`config.mk`:
```
export PLATFORM = sky130hd
export DESIGN_NAME = sr_latch_ctrl
export DESIGN_NICKNAME = d
export VERILOG_FILES = /design/src/rtl/sr_latch_ctrl.sv
export SDC_FILE = /design/constraint.sdc
export NUM_CORES = 1
export LEC_CHECK = 0
export CAP_MARGIN = 5
export CORE_MARGIN = 2
export CORE_UTILIZATION = 35
export CTS_BUF_LIST = sky130_fd_sc_hd__clkbuf_8
export DETAILED_ROUTE_END_ITERATION = 12
export PLACE_DENSITY = 0.66
export SLEW_MARGIN = 0
export SYNTH_ARGS = -nofsm -noshare
export SYNTH_HDL_FRONTEND = slang
export SYNTH_SLANG_ARGS = --single-unit
```
`constraint.sdc`:
```
create_clock -name clk -period 2.7 [get_ports clk]
set_input_delay 0.54 -clock clk [delete_from_list [all_inputs] [get_ports clk]]
set_output_delay 0.54 -clock clk [all_outputs]
set_load 0.1 [all_outputs]
```
`src/rtl/sr_latch_ctrl.sv`:
```
// Sequencer/arbiter for one external S-R latch: round-robin set/reset requests,
// width-controlled S/R pulses, and a post-pulse feedback check with sticky error.
//
// state  | meaning
// IDLE   | waiting for a request, ready to a granted requester
// PULSE  | driving S or R for PULSE_W cycles
// SETTLE | all-low, latch feedback checked on the last cycle
// GAP    | all-low guard before the next command
module sr_latch_ctrl #(
    parameter int PULSE_W  = 2,
    parameter int SETTLE_W = 3,
    parameter int GAP_W    = 1
) (
    input  logic clk,
    input  logic rst_n,
    input  logic req_a_valid,
    input  logic req_a_op,
    output logic req_a_ready,
    input  logic req_b_valid,
    input  logic req_b_op,
    output logic req_b_ready,
    input  logic latch_q,
    input  logic latch_q_not,
    output logic s_out,
    output logic r_out,
    output logic busy,
    output logic state_exp,
    output logic err_mismatch,
    input  logic err_clr
);

    localparam int CW = $clog2(PULSE_W + SETTLE_W + GAP_W + 1);

    typedef enum logic [1:0] {
        ST_IDLE   = 2'd0,
        ST_PULSE  = 2'd1,
        ST_SETTLE = 2'd2,
        ST_GAP    = 2'd3
    } state_t;

    state_t        r_state;
    state_t        w_state_nxt;
    logic [CW-1:0] r_cnt;
    logic [CW-1:0] w_cnt_nxt;
    logic          r_op;
    logic          r_last_b;
    logic          r_s_out;
    logic          r_r_out;
    logic          r_state_exp;
    logic          r_err;
    logic          r_q_s1;
    logic          r_q_s2;
    logic          r_qn_s1;
    logic          r_qn_s2;

    logic          w_idle;
    logic          w_grant_a;
    logic          w_grant_b;
    logic          w_xfer;
    logic          w_op_sel;
    logic          w_cnt_tc;
    logic          w_s_nxt;
    logic          w_r_nxt;
    logic          w_check;
    logic          w_mismatch;

    // r_last_b=1 after reset so that A wins the first contended grant
    always_comb begin
        w_idle     = (r_state == ST_IDLE);
        w_grant_a  = req_a_valid & (~req_b_valid | r_last_b);
        w_grant_b  = req_b_valid & (~req_a_valid | ~r_last_b);
        w_xfer     = w_idle & (w_grant_a | w_grant_b);
        w_op_sel   = w_grant_a ? req_a_op : req_b_op;
        w_cnt_tc   = (r_cnt == '0);
        w_check    = (r_state == ST_SETTLE) & w_cnt_tc;
        w_mismatch = w_check & ((r_q_s2 != r_op) | (r_qn_s2 != ~r_op));
    end

    always_comb begin
        w_state_nxt = r_state;
        w_cnt_nxt   = r_cnt;
        w_s_nxt     = 1'b0;
        w_r_nxt     = 1'b0;
        case (r_state)
            ST_IDLE: begin
                if (w_xfer) begin
                    w_state_nxt = ST_PULSE;
                    w_cnt_nxt   = CW'(PULSE_W - 1);
                    w_s_nxt     = w_op_sel;
                    w_r_nxt     = ~w_op_sel;
                end
            end
            ST_PULSE: begin
                if (w_cnt_tc) begin
                    w_state_nxt = ST_SETTLE;
                    w_cnt_nxt   = CW'(SETTLE_W - 1);
                end else begin
                    w_cnt_nxt   = r_cnt - 1'b1;
                    w_s_nxt     = r_op;
                    w_r_nxt     = ~r_op;
                end
            end
            ST_SETTLE: begin
                if (w_cnt_tc) begin
                    w_state_nxt = ST_GAP;
                    w_cnt_nxt   = CW'(GAP_W - 1);
                end else begin
                    w_cnt_nxt   = r_cnt - 1'b1;
                end
            end
            ST_GAP: begin
                if (w_cnt_tc) begin
                    w_state_nxt = ST_IDLE;
                    w_cnt_nxt   = '0;
                end else begin
                    w_cnt_nxt   = r_cnt - 1'b1;
                end
            end
            default: begin
                w_state_nxt = ST_IDLE;
                w_cnt_nxt   = '0;
            end
        endcase
    end

    always_ff @(posedge clk or negedge rst_n) begin
        if (!rst_n) begin
            r_state     <= ST_IDLE;
            r_cnt       <= '0;
            r_op        <= 1'b0;
            r_last_b    <= 1'b1;
            r_s_out     <= 1'b0;
            r_r_out     <= 1'b0;
            r_state_exp <= 1'b0;
            r_err       <= 1'b0;
        end else begin
            r_state <= w_state_nxt;
            r_cnt   <= w_cnt_nxt;
            r_s_out <= w_s_nxt;
            r_r_out <= w_r_nxt;
            if (w_xfer) begin
                r_op     <= w_op_sel;
                r_last_b <= w_grant_b;
            end
            if ((r_state == ST_PULSE) && w_cnt_tc) begin
                r_state_exp <= r_op;
            end
            // a fresh mismatch overrides a simultaneous clear
            r_err <= w_mismatch | (r_err & ~err_clr);
        end
    end

    always_ff @(posedge clk or negedge rst_n) begin
        if (!rst_n) begin
            r_q_s1  <= 1'b0;
            r_q_s2  <= 1'b0;
            r_qn_s1 <= 1'b0;
            r_qn_s2 <= 1'b0;
        end else begin
            r_q_s1  <= latch_q;
            r_q_s2  <= r_q_s1;
            r_qn_s1 <= latch_q_not;
            r_qn_s2 <= r_qn_s1;
        end
    end

    assign req_a_ready  = w_idle & w_grant_a;
    assign req_b_ready  = w_idle & w_grant_b;
    assign s_out        = r_s_out;
    assign r_out        = r_r_out;
    assign busy         = ~w_idle;
    assign state_exp    = r_state_exp;
    assign err_mismatch = r_err;

endmodule
```
Word-level counts from Yosys, hierarchy flattened

Cells that the tools add are included.
W data, S select, Z words.

Add/subtract/negate cells: 1
Bitwise operators: 20
Muxes and demuxes: 16
Equal/unequal tests: 9
Reductions and logical operators: 5

Operator list:

| operator              | count |
|---|---|
| $mux W3               | 3 |
| $pmux W3 S3           | 1 |
| $and A1 B1 Y1         | 8 |
| $mux W2               | 4 |
| $pmux W2 S4           | 1 |
| $not A1 Y1            | 7 |
| $ne A2 B2 Y1 const B  | 3 |
| $mux W1               | 5 |
| $or A1 B1 Y1          | 5 |
| $eq A2 B2 Y1 const B  | 2 |
| $pmux W1 S2           | 2 |
| $reduce_and A4 Y1     | 1 |
| $logic_not A3 Y1      | 1 |
| $sub A3 B1 Y3 const B | 1 |
| $eq A2 B1 Y1 const B  | 1 |
| $logic_not A2 Y1      | 1 |
| $ne A1 B1 Y1          | 2 |
| $ne A2 B1 Y1 const B  | 1 |
| $reduce_or A2 Y1      | 1 |
| $logic_and A1 B1 Y1   | 1 |

Register bits: 15
Output and inout port bits: 7

Logic depth before layout (Yosys ltp)

Gate-level depths: netlist of run 1.

Word-level depth: 7
Gate-level depth with buffers: 6

Worst setup path before layout of run 1

Ideal clock, no wire load.

Path type: register to output
From: register r_state[0]
To: output port req_b_ready
Data required time: 2160 ps
Setup slack: -1347 ps
Cell stages (with the launch flop): 5
Arrival time: 3507 ps
Cells stage by stage: dfrtp_1 -> inv_1 -> ha_1 -> inv_1 -> a211oi_1

Word-level cells in the longest chain between the ends: 2

Ends and longest elaborated chain:

| element                  | RTL line | text |
|---|---|---|
| start: declaration       | 41       | `state_t r_state;` |
| start signal: assignment | 137      | `r_state <= w_state_nxt;` |
| $logic_not A2 Y1         | 69       | `w_idle = (r_state == ST_IDLE);` |
| $and A1 B1 Y1            | 168      | `assign req_b_ready = w_idle & w_grant_b;` |
| end: declaration         | 21       | `output logic req_b_ready,` |

Every way passes these cells.

Final worst setup path of run 1

From: input port req_b_valid
To: output port req_a_ready

Word-level cells in the longest chain between the ends: 4

Ends and longest elaborated chain:

| element            | RTL line | text |
|---|---|---|
| start: declaration | 19       | `input logic req_b_valid,` |
| $not A1 Y1         | 70       | `w_grant_a = req_a_valid & (~req_b_valid \| r_last_b);` |
| $or A1 B1 Y1       | 70       |  |
| $and A1 B1 Y1      | 70       |  |
| $and A1 B1 Y1      | 167      | `assign req_a_ready = w_idle & w_grant_a;` |
| end: declaration   | 18       | `output logic req_a_ready,` |

Every way passes these cells.

==> results of run 1 <==
[worst paths after layout]
kind / start / endpoint / slack, ns / cells past startpoint
hold / removal: r_qn_s1 / r_qn_s2 / 0.35 / 0
setup reg to reg: r_state[0] / r_state[1] / 0.93 / 5
hold reg to reg: r_qn_s1 / r_qn_s2 / 0.35 / 0
setup / recovery: req_b_valid / req_a_ready / 0.41 / 5
max in group asynchronous: rst_n / r_cnt[1] / 1.59 / 1
min in group asynchronous: rst_n / r_out / 0.69 / 1
[routing by layer]
metal	part of all wire	wire [um]	up-vias
met5	0	0	-
met1	0.43	553	239
met4	0.035	46	0
li1	-	-	258
met3	0.046	60	4
met2	0.49	640	14
[kinds of logic after synthesis]
family | after synthesis
AO/OA/AOI/OAI | 17
adder cells (fa/ha/maj) | 4
buffers and inverters | 9
flip-flops | 15
multiplexers | 3
AND/OR/NAND/NOR | 16
[worst max-delay path: stages]
cell and delay (ns):
clkdlybuf4s50_1 0.51, inv_1 0.09, o21ai_0 0.32, nor2_2 0.10, buf_12 0.18
[per-stage QoR]
step	util	area, um^2
floorplan	-	704.4
global placement	0.4711	895.9
detailed placement	0.4711	895.9
CTS	0.4954	942.2
global route	0.4954	942.2
finish	0.4954	942.2
[layout by cell type, fill, tap and decap left out, types with 3 or more instances in the layout]
cell | synthesis | routed
nor2_1 | 4 | 3
buf_4 | 0 | 5
ha_1 | 4 | 4
nor3_1 | 3 | 3
clkbuf_8 | 0 | 3
inv_1 | 9 | 9
clkdlybuf4s50_1 | 0 | 8
o21ai_0 | 7 | 7
dfrtp_1 | 14 | 14
nand2_1 | 5 | 5
[final cells by class]
cell class	count	area (um^2)
clock buffers	3	41.29
clock inverters	1	5.005
fillers	163	959.7
inverters	9	33.78
multi-input cells	40	294.0
flip-flops and latches	15	376.6
well taps	27	33.78
repair buffers	15	157.7
==> flow_summary_export.csv, run 1 <==
group,metric,value,unit
global_routing,track_usage,0.1391,
clock_network,clkTransAtPathRegs,0.06,ns
clock_network,cts_tree,"built",
synthesis,synth_area_leaders,"dfrtp_1 51%, ha_1 7.3%, o21ai_0 5.1%",
route,wl,1301,um
global_routing,grt_pass1_wl,2401,um
synthesis,synthMuxAreaShare,0.05082,
route,drtPass1Iterations,2,
synthesis,synth_top_area_frac,0.5082,
synthesis,yosys.area_share.simple,0.1180,
die,die_y,48.38,um
synthesis,synth_top_family_by_area,"compound AO/OA/AOI/OAI gates",
global_routing,antenna_found_initial,0,
cells_and_area,top_register,"r_cnt",
place,dpl_worst_slack,0.4188,ns
cells_and_area,largest_reg_flops,3,
timing,slew-limit-headroom,0.5631,
global_routing,gr-total-overflow,0,
clock_network,cts_buffers,3,
global_routing,grt_pass1_vias,512,
place,gp_congestion,0.7601,
route,ant_nets,0,
die,io_pins,16,
synthesis,synth_edf_count,0,
timing,hold_slack,0.3467,ns
clock_network,post_cts_resized,0,
timing,rsz0062_at_grt,"no",
synthesis,syn_area_per_cell,10.77,um^2
timing,setup_viol_count_final,0,
place,dpl.hpwl,962.6,um
route,dr_total_vias,515,
synthesis,synth_fp_nets,77,
global_routing,grt_start_max_net_pins,16,
cells_and_area,top_regs,"r_cnt x3, r_state x2",
worst_setup_path,critPathArrivalTime,1.75,ns
timing,final-hold-violation-count,0,
global_routing,grt.met3_usage,0.02778,
job,cap_violations,0,
worst_setup_path,required,2.16,ns
timing,setup_tns,0,ns
timing,worst_slack,0.4087,ns
route,avgViaCountPerCell,4.682,
global_routing,busiest_layer,"met2",
worst_setup_path,end_kind,"output pin",
timing,fin_worst_skew,0.0005884,ns
synthesis,synth_ff_type,"dfrtp_1",
worst_setup_path,path_class,"primary input to output pin",
route,drc,0,
route,wl_per_cell,11.83,um
worst_hold_path,holdCritPathClass,"flop to flop",
synthesis,async_reset_ff_frac,1.000,
cells_and_area,area_growth,36.66,%
synthesis,synth_warnings,0,
clock_network,cts_htree_levels,1,
timing,finalCriticalPeriod,2.291,ns
cells_and_area,final_nets,97,
place,io_buffer_count,15,
cells_and_area,instances_no_fill,110,
synthesis,ys_types,23,
die,core_area,1902,um^2
global_routing,use_met2,0.2106,
synthesis,synth_compound_area_frac,0.1633,
synthesis,syn_area,689.4,um^2
die,rows,16,
global_routing,use_met1,0.1657,
synthesis,synth.cells.most_frequent,"14 x dfrtp_1, 9 x inv_1, 7 x o21ai_0",
clock_network,clk_path_buf_depth,2,
die,die_area,2341,um^2
die,die_w,48.38,um
die,start_util,0.3625,
place,placed_cells,106,
clock_network,post_cts_buffers,0,
worst_setup_path,critical_path.startpoint_type,"primary input",
clock_network,clock_sinks,15,
route,drtIter0Drc,5,
synthesis,ys_ff_latch,15,
synthesis,synth_cells,64,
timing,final.period_utilization,0.8486,
clock_network,clockRootBuffer,"clkbuf_8",
cells_and_area,antenna_cells,0,
timing,tightest_slew,0.6533,ns
clock_network,clk_latency,0.25,ns
cells_and_area,drive_above_1_share,0.2289,
synthesis,synth_xor_xnor_area_share,0,
timing,fmax,0.4364,GHz
synthesis,post-synth-top-area-cell,"dfrtp_1",
timing,slew_violations,0,
synthesis,synth_most_common_cell,"dfrtp_1",
clock_network,cts_hold_buf,0,
synthesis,synth_fa_ha_area_frac,0.07260,
worst_setup_path,worstPathMaxFanout,3,
synthesis,yosysSeqAreaShare,0.5463,
status,outcome,"finished clean",
Power of run 1 is not shown: default switching activity piles up to over one toggle a cycle in this logic, so the estimate is an artifact.
==> run 2, diff against run 1 <==
--- a/config.mk
+++ b/config.mk
@@ -10,7 +10,7 @@
 export CORE_UTILIZATION = 35
 export CTS_BUF_LIST = sky130_fd_sc_hd__clkbuf_8
 export DETAILED_ROUTE_END_ITERATION = 12
-export PLACE_DENSITY = 0.66
+export PLACE_DENSITY = 0.69
 export SLEW_MARGIN = 0
 export SYNTH_ARGS = -nofsm -noshare
 export SYNTH_HDL_FRONTEND = slang
==> constraint.sdc (replaced) <==
create_clock -name clk -period 1.96 [get_ports clk]
set_input_delay 0.392 -clock clk [delete_from_list [all_inputs] [get_ports clk]]
set_output_delay 0.392 -clock clk [all_outputs]
set_load 0.1 [all_outputs]
==> run 2 against run 1 <==
Effect of this change:
- wire length increased by 4.7%
- final cell count is 6.4% higher
- sequential share of layout area shrank 3.3 points
- clock skew grew 0.0023 ns
- non-clock buffer count rose by 7
- hold slack improved by 0.0048 ns
- utilization grew 4.4 points
- critical endpoint is now req_b_ready
==> flow_summary_export.csv, run 2 (synthesis results as in run 1) <==
group,metric,value,unit
status,outcome,"finished clean",
route,ant_nets,0,
cells_and_area,instances_no_fill,117,
worst_setup_path,end_kind,"output pin",
timing,slew_violations,0,
worst_setup_path,worstPathMaxFanout,5,
worst_setup_path,required,1.57,ns
worst_setup_path,reg2reg_slack,0.24,ns
timing,fmax,0.5187,GHz
worst_setup_path,path_class,"flop to output pin",
worst_setup_path,critical_path.startpoint_type,"flop",
die,start_util,0.3625,
clock_network,clockRootBuffer,"clkbuf_8",
global_routing,grt_start_max_net_pins,16,
die,die_area,2341,um^2
cells_and_area,largest_reg_flops,3,
global_routing,track_usage,0.1343,
clock_network,cts_buffers,3,
clock_network,clock_sinks,15,
clock_network,cts_htree_levels,1,
timing,rsz0062_at_grt,"yes",
place,io_buffer_count,15,
route,wl_per_cell,11.64,um
clock_network,clk_path_buf_depth,2,
worst_hold_path,whs_endpoint,"r_qn_s2",
timing,finalCriticalPeriod,1.928,ns
cells_and_area,area_growth,48.82,%
route,wl,1362,um
route,drtIter0Drc,3,
route,drtPass1Iterations,2,
worst_setup_path,startpoint,"r_state[0]",
worst_setup_path,critPathArrivalTime,1.54,ns
clock_network,clkTransAtPathRegs,0.06,ns
route,avgViaCountPerCell,4.718,
cells_and_area,top_regs,"r_cnt x3, r_state x2",
place,dpl.hpwl,1026,um
place,placed_cells,108,
timing,fin_worst_skew,0.002915,ns
timing,tightest_slew,0.3916,ns
route,dr_total_vias,552,
worst_hold_path,hp-start,"r_qn_s1",
die,die_y,48.38,um
clock_network,clk_latency,0.25,ns
global_routing,grt_pass1_vias,511,
job,cap_violations,0,
cells_and_area,top_register,"r_cnt",
global_routing,antenna_found_initial,0,
timing,final.period_utilization,0.9837,
worst_hold_path,holdCritPathClass,"flop to flop",
clock_network,cts_tree,"built",
cells_and_area,drive_above_1_share,0.3333,
worst_setup_path,reg2reg_from,"r_state[0]",
timing,final-hold-violation-count,0,
cells_and_area,final_nets,104,
die,rows,16,
die,core_area,1902,um^2
timing,setup_viol_count_final,0,
place,gp_congestion,0.7274,
worst_hold_path,hold_path_depth,0,
worst_setup_path,r2r-end,"r_state[1]",
die,die_w,48.38,um
timing,slew-limit-headroom,0.7369,
cells_and_area,final_common_cell,"dfrtp_1",
global_routing,gr-total-overflow,0,
route,drc,0,
die,io_pins,16,
cells_and_area,mostFrequentLayoutCells,"14 x dfrtp_1, 11 x buf_4, 8 x clkdlybuf4s50_1",
global_routing,grt_pass1_wl,2235,um
cells_and_area,antenna_cells,0,
worst_setup_path,r2r_cells,6,
==> run 2: cell count changes in the layout (fill, tap and decap cells not counted), sizes merged <==
cell,before,now
buf,7,14
clkinvlp,0,2
clkinv,1,0
inv,9,8
==> run 2: worst max-delay path by stage <==
stage	end	slack, ns	cells past startpoint
CTS	req_b_ready	0.02	5
floorplan	req_b_ready	-0.54	4
detailed placement	r_op	0.002	6
global placement	req_a_ready	0.07	4
finish	req_b_ready	0.03	5
global route	req_b_ready	-0.05	5
==> run 2: critical path, cell delays in order (launching register included) <==
cell and delay [ns]:
dfrtp_1 0.40, inv_2 0.10, ha_4 0.17, clkinvlp_4 0.13
a211oi_4 0.28, buf_12 0.21
==> run 2: area by class of cell <==
class | count | area, um^2
fillers | 167 | 875.8
flip-flops and latches | 15 | 376.6
multi-input cells | 40 | 306.5
repair buffers | 22 | 222.7
clock buffers | 3 | 41.29
inverters | 9 | 37.54
well taps | 27 | 33.78
clock inverters | 1 | 7.507
==> run 2: metal layers <==
metal	global-route usage	part of all wire	vias to the layer above
li1	-	-	270
met4	0.1286	0.054	0
met3	0.04630	0.054	6
met2	0.2060	0.47	20
met1	0.1431	0.42	256
met5	0	0	-
==> run 2: per-stage QoR <==
step | hold slack [ns] | utilization | setup TNS (ns) | setup WS (ns) | area [um^2]
after floorplan | 0.09641 | - | -1.507 | -0.5359 | 720.7
after global placement | 0.3354 | 0.4941 | 0 | 0.07263 | 939.7
after detailed placement | 0.3379 | 0.4941 | 0 | 0.001794 | 939.7
after CTS | 0.3536 | 0.5197 | 0 | 0.01948 | 988.4
after global routing | 0.3665 | 0.5395 | -0.04659 | -0.04659 | 1026
final | 0.3515 | 0.5395 | 0 | 0.03192 | 1026
==> run 2: repair_timing <==
action | 4_1_cts | 5_1_grt
resized for setup | 0 | 0
endpoints found under the setup margin | 0 | 2
buffers inserted | 0 | 5
hold buffers | 0 | 0
Power of run 2 is left out for the same reason.
==> run 3, diff against run 2 <==
--- a/config.mk
+++ b/config.mk
@@ -7,10 +7,10 @@
 export LEC_CHECK = 0
 export CAP_MARGIN = 5
 export CORE_MARGIN = 2
-export CORE_UTILIZATION = 35
+export CORE_UTILIZATION = 30
 export CTS_BUF_LIST = sky130_fd_sc_hd__clkbuf_8
 export DETAILED_ROUTE_END_ITERATION = 12
-export PLACE_DENSITY = 0.69
+export PLACE_DENSITY = 0.61
 export SLEW_MARGIN = 0
 export SYNTH_ARGS = -nofsm -noshare
 export SYNTH_HDL_FRONTEND = slang
==> run 3 against run 2 <==
Effect of this change:
- via count decreased by 3.6%
- non-clock buffer count did not move
- global-route usage shrank 1.9 points
- critical path type unchanged
- die area is 15% higher
==> flow_summary_export.csv, run 3 (synthesis results as in run 1) <==
group,metric,value,unit
clock_network,cts_tree,"built",
clock_network,cts_buffers,3,
job,cap_violations,0,
cells_and_area,antenna_cells,0,
timing,final.period_utilization,0.9961,
cells_and_area,drive_above_1_share,0.3333,
global_routing,track_usage,0.1154,
route,avgViaCountPerCell,4.508,
worst_setup_path,required,1.57,ns
global_routing,grt_pass1_wl,2180,um
clock_network,clk_latency,0.25,ns
route,dr_total_vias,532,
route,drtPass1Iterations,5,
global_routing,gr-total-overflow,0,
place,gp_congestion,0.6917,
clock_network,clkTransAtPathRegs,0.07,ns
cells_and_area,final_nets,104,
die,rows,17,
global_routing,grt_start_max_net_pins,16,
worst_setup_path,path_class,"flop to output pin",
timing,setup_tns,0,ns
cells_and_area,ff_latch_area,376.6,um^2
cells_and_area,top_regs,"r_cnt x3, r_state x2",
route,drc,0,
worst_setup_path,worstPathMaxFanout,6,
die,die_area,2697,um^2
timing,fin_worst_skew,0.006394,ns
clock_network,clockRootBuffer,"clkbuf_8",
cells_and_area,largest_reg_flops,3,
timing,finalCriticalPeriod,1.952,ns
timing,tightest_slew,0.3720,ns
clock_network,cts_hold_buf,0,
place,dpl_worst_slack,0.01747,ns
die,core_area,2191,um^2
timing,setup_viol_count_final,0,
timing,hold_slack,0.3548,ns
cells_and_area,final_common_cell,"dfrtp_1",
global_routing,grt_pass1_vias,491,
timing,rsz0062_at_grt,"yes",
clock_network,clk_path_buf_depth,2,
place,dpl.hpwl,974.7,um
route,ant_nets,0,
route,wl_per_cell,10.81,um
worst_setup_path,end_kind,"output pin",
timing,slew-limit-headroom,0.7501,
route,wl_met3,84,um
timing,worst_slack,0.007601,ns
cells_and_area,area_growth,49.37,%
timing,final-hold-violation-count,0,
worst_hold_path,holdCritPathClass,"flop to flop",
cells_and_area,final.fill_count,201,
route,wirelength_met1,565,um
timing,slew_violations,0,
place,io_buffer_count,15,
die,die_w,51.94,um
clock_network,cts_htree_levels,1,
worst_setup_path,critical_path.startpoint_type,"flop",
die,die_y,51.94,um
worst_setup_path,reg2reg_slack,0.26,ns
cells_and_area,top_register,"r_cnt",
die,start_util,0.3147,
route,drtIter0Drc,6,
route,met2WireLength,586,um
status,outcome,"finished clean",
route,wl,1276,um
worst_setup_path,critPathArrivalTime,1.56,ns
die,io_pins,16,
clock_network,clock_sinks,15,
timing,fmax,0.5122,GHz
cells_and_area,utilization,0.4700,
cells_and_area,multiInputGateArea,306.5,um^2
route,top_layer,"met4",
global_routing,antenna_found_initial,0,
cells_and_area,mostFrequentLayoutCells,"14 x dfrtp_1, 11 x buf_4, 7 x clkdlybuf4s50_1",
[run 3: final timing paths]
| kind | startpoint | to | depth (start not counted) |
|---|---|---|---|
| worst max-delay path | r_state[1] | req_b_ready | 5 |
| worst min-delay path | r_qn_s1 | r_qn_s2 | 0 |
| worst max register to register | r_state[0] | r_state[1] | 6 |
| worst min register to register | r_qn_s1 | r_qn_s2 | 0 |
| max in group asynchronous | rst_n | r_last_b | 2 |
| min in group asynchronous | rst_n | err_mismatch | 2 |
[run 3: worst max-delay path, stage by stage, from the launching register on]
cell,delay [ns]
dfrtp_1,0.42
inv_2,0.09
ha_4,0.17
clkinvlp_4,0.13
a211oi_4,0.28
buf_12,0.21
[run 3: routing by layer]
layer | vias to the layer above | global-route usage
li1 | 270 | -
met1 | 241 | 0.1279
met2 | 16 | 0.1857
met3 | 5 | 0.03736
met4 | 0 | 0.07895
met5 | - | 0
[run 3: cell type report]
class / instances / area share
repair buffers: 22 / 0.2187
multi-input cells: 40 / 0.2977
clock buffers: 3 / 0.04010
flip-flops and latches: 15 / 0.3657
well taps: 28 / 0.03402
inverters: 9 / 0.03645
clock inverters: 1 / 0.007290
[run 3: per-stage QoR]
stage | cell area, um^2 | std cells
2_1_floorplan | 720.7 | 64
3_3_place_gp | 940.9 | 109
3_5_place_dp | 940.9 | 109
4_1_cts | 989.7 | 113
5_1_grt | 1030 | 118
6_report | 1030 | 118
[run 3: what timing repair did]
| action | in CTS | in global routing |
|---|---|---|
| buffers inserted | 0 | 5 |
| setup endpoints to repair | 0 | 2 |
| resized for setup | 0 | 2 |
Power of run 3 is left out for the same reason.
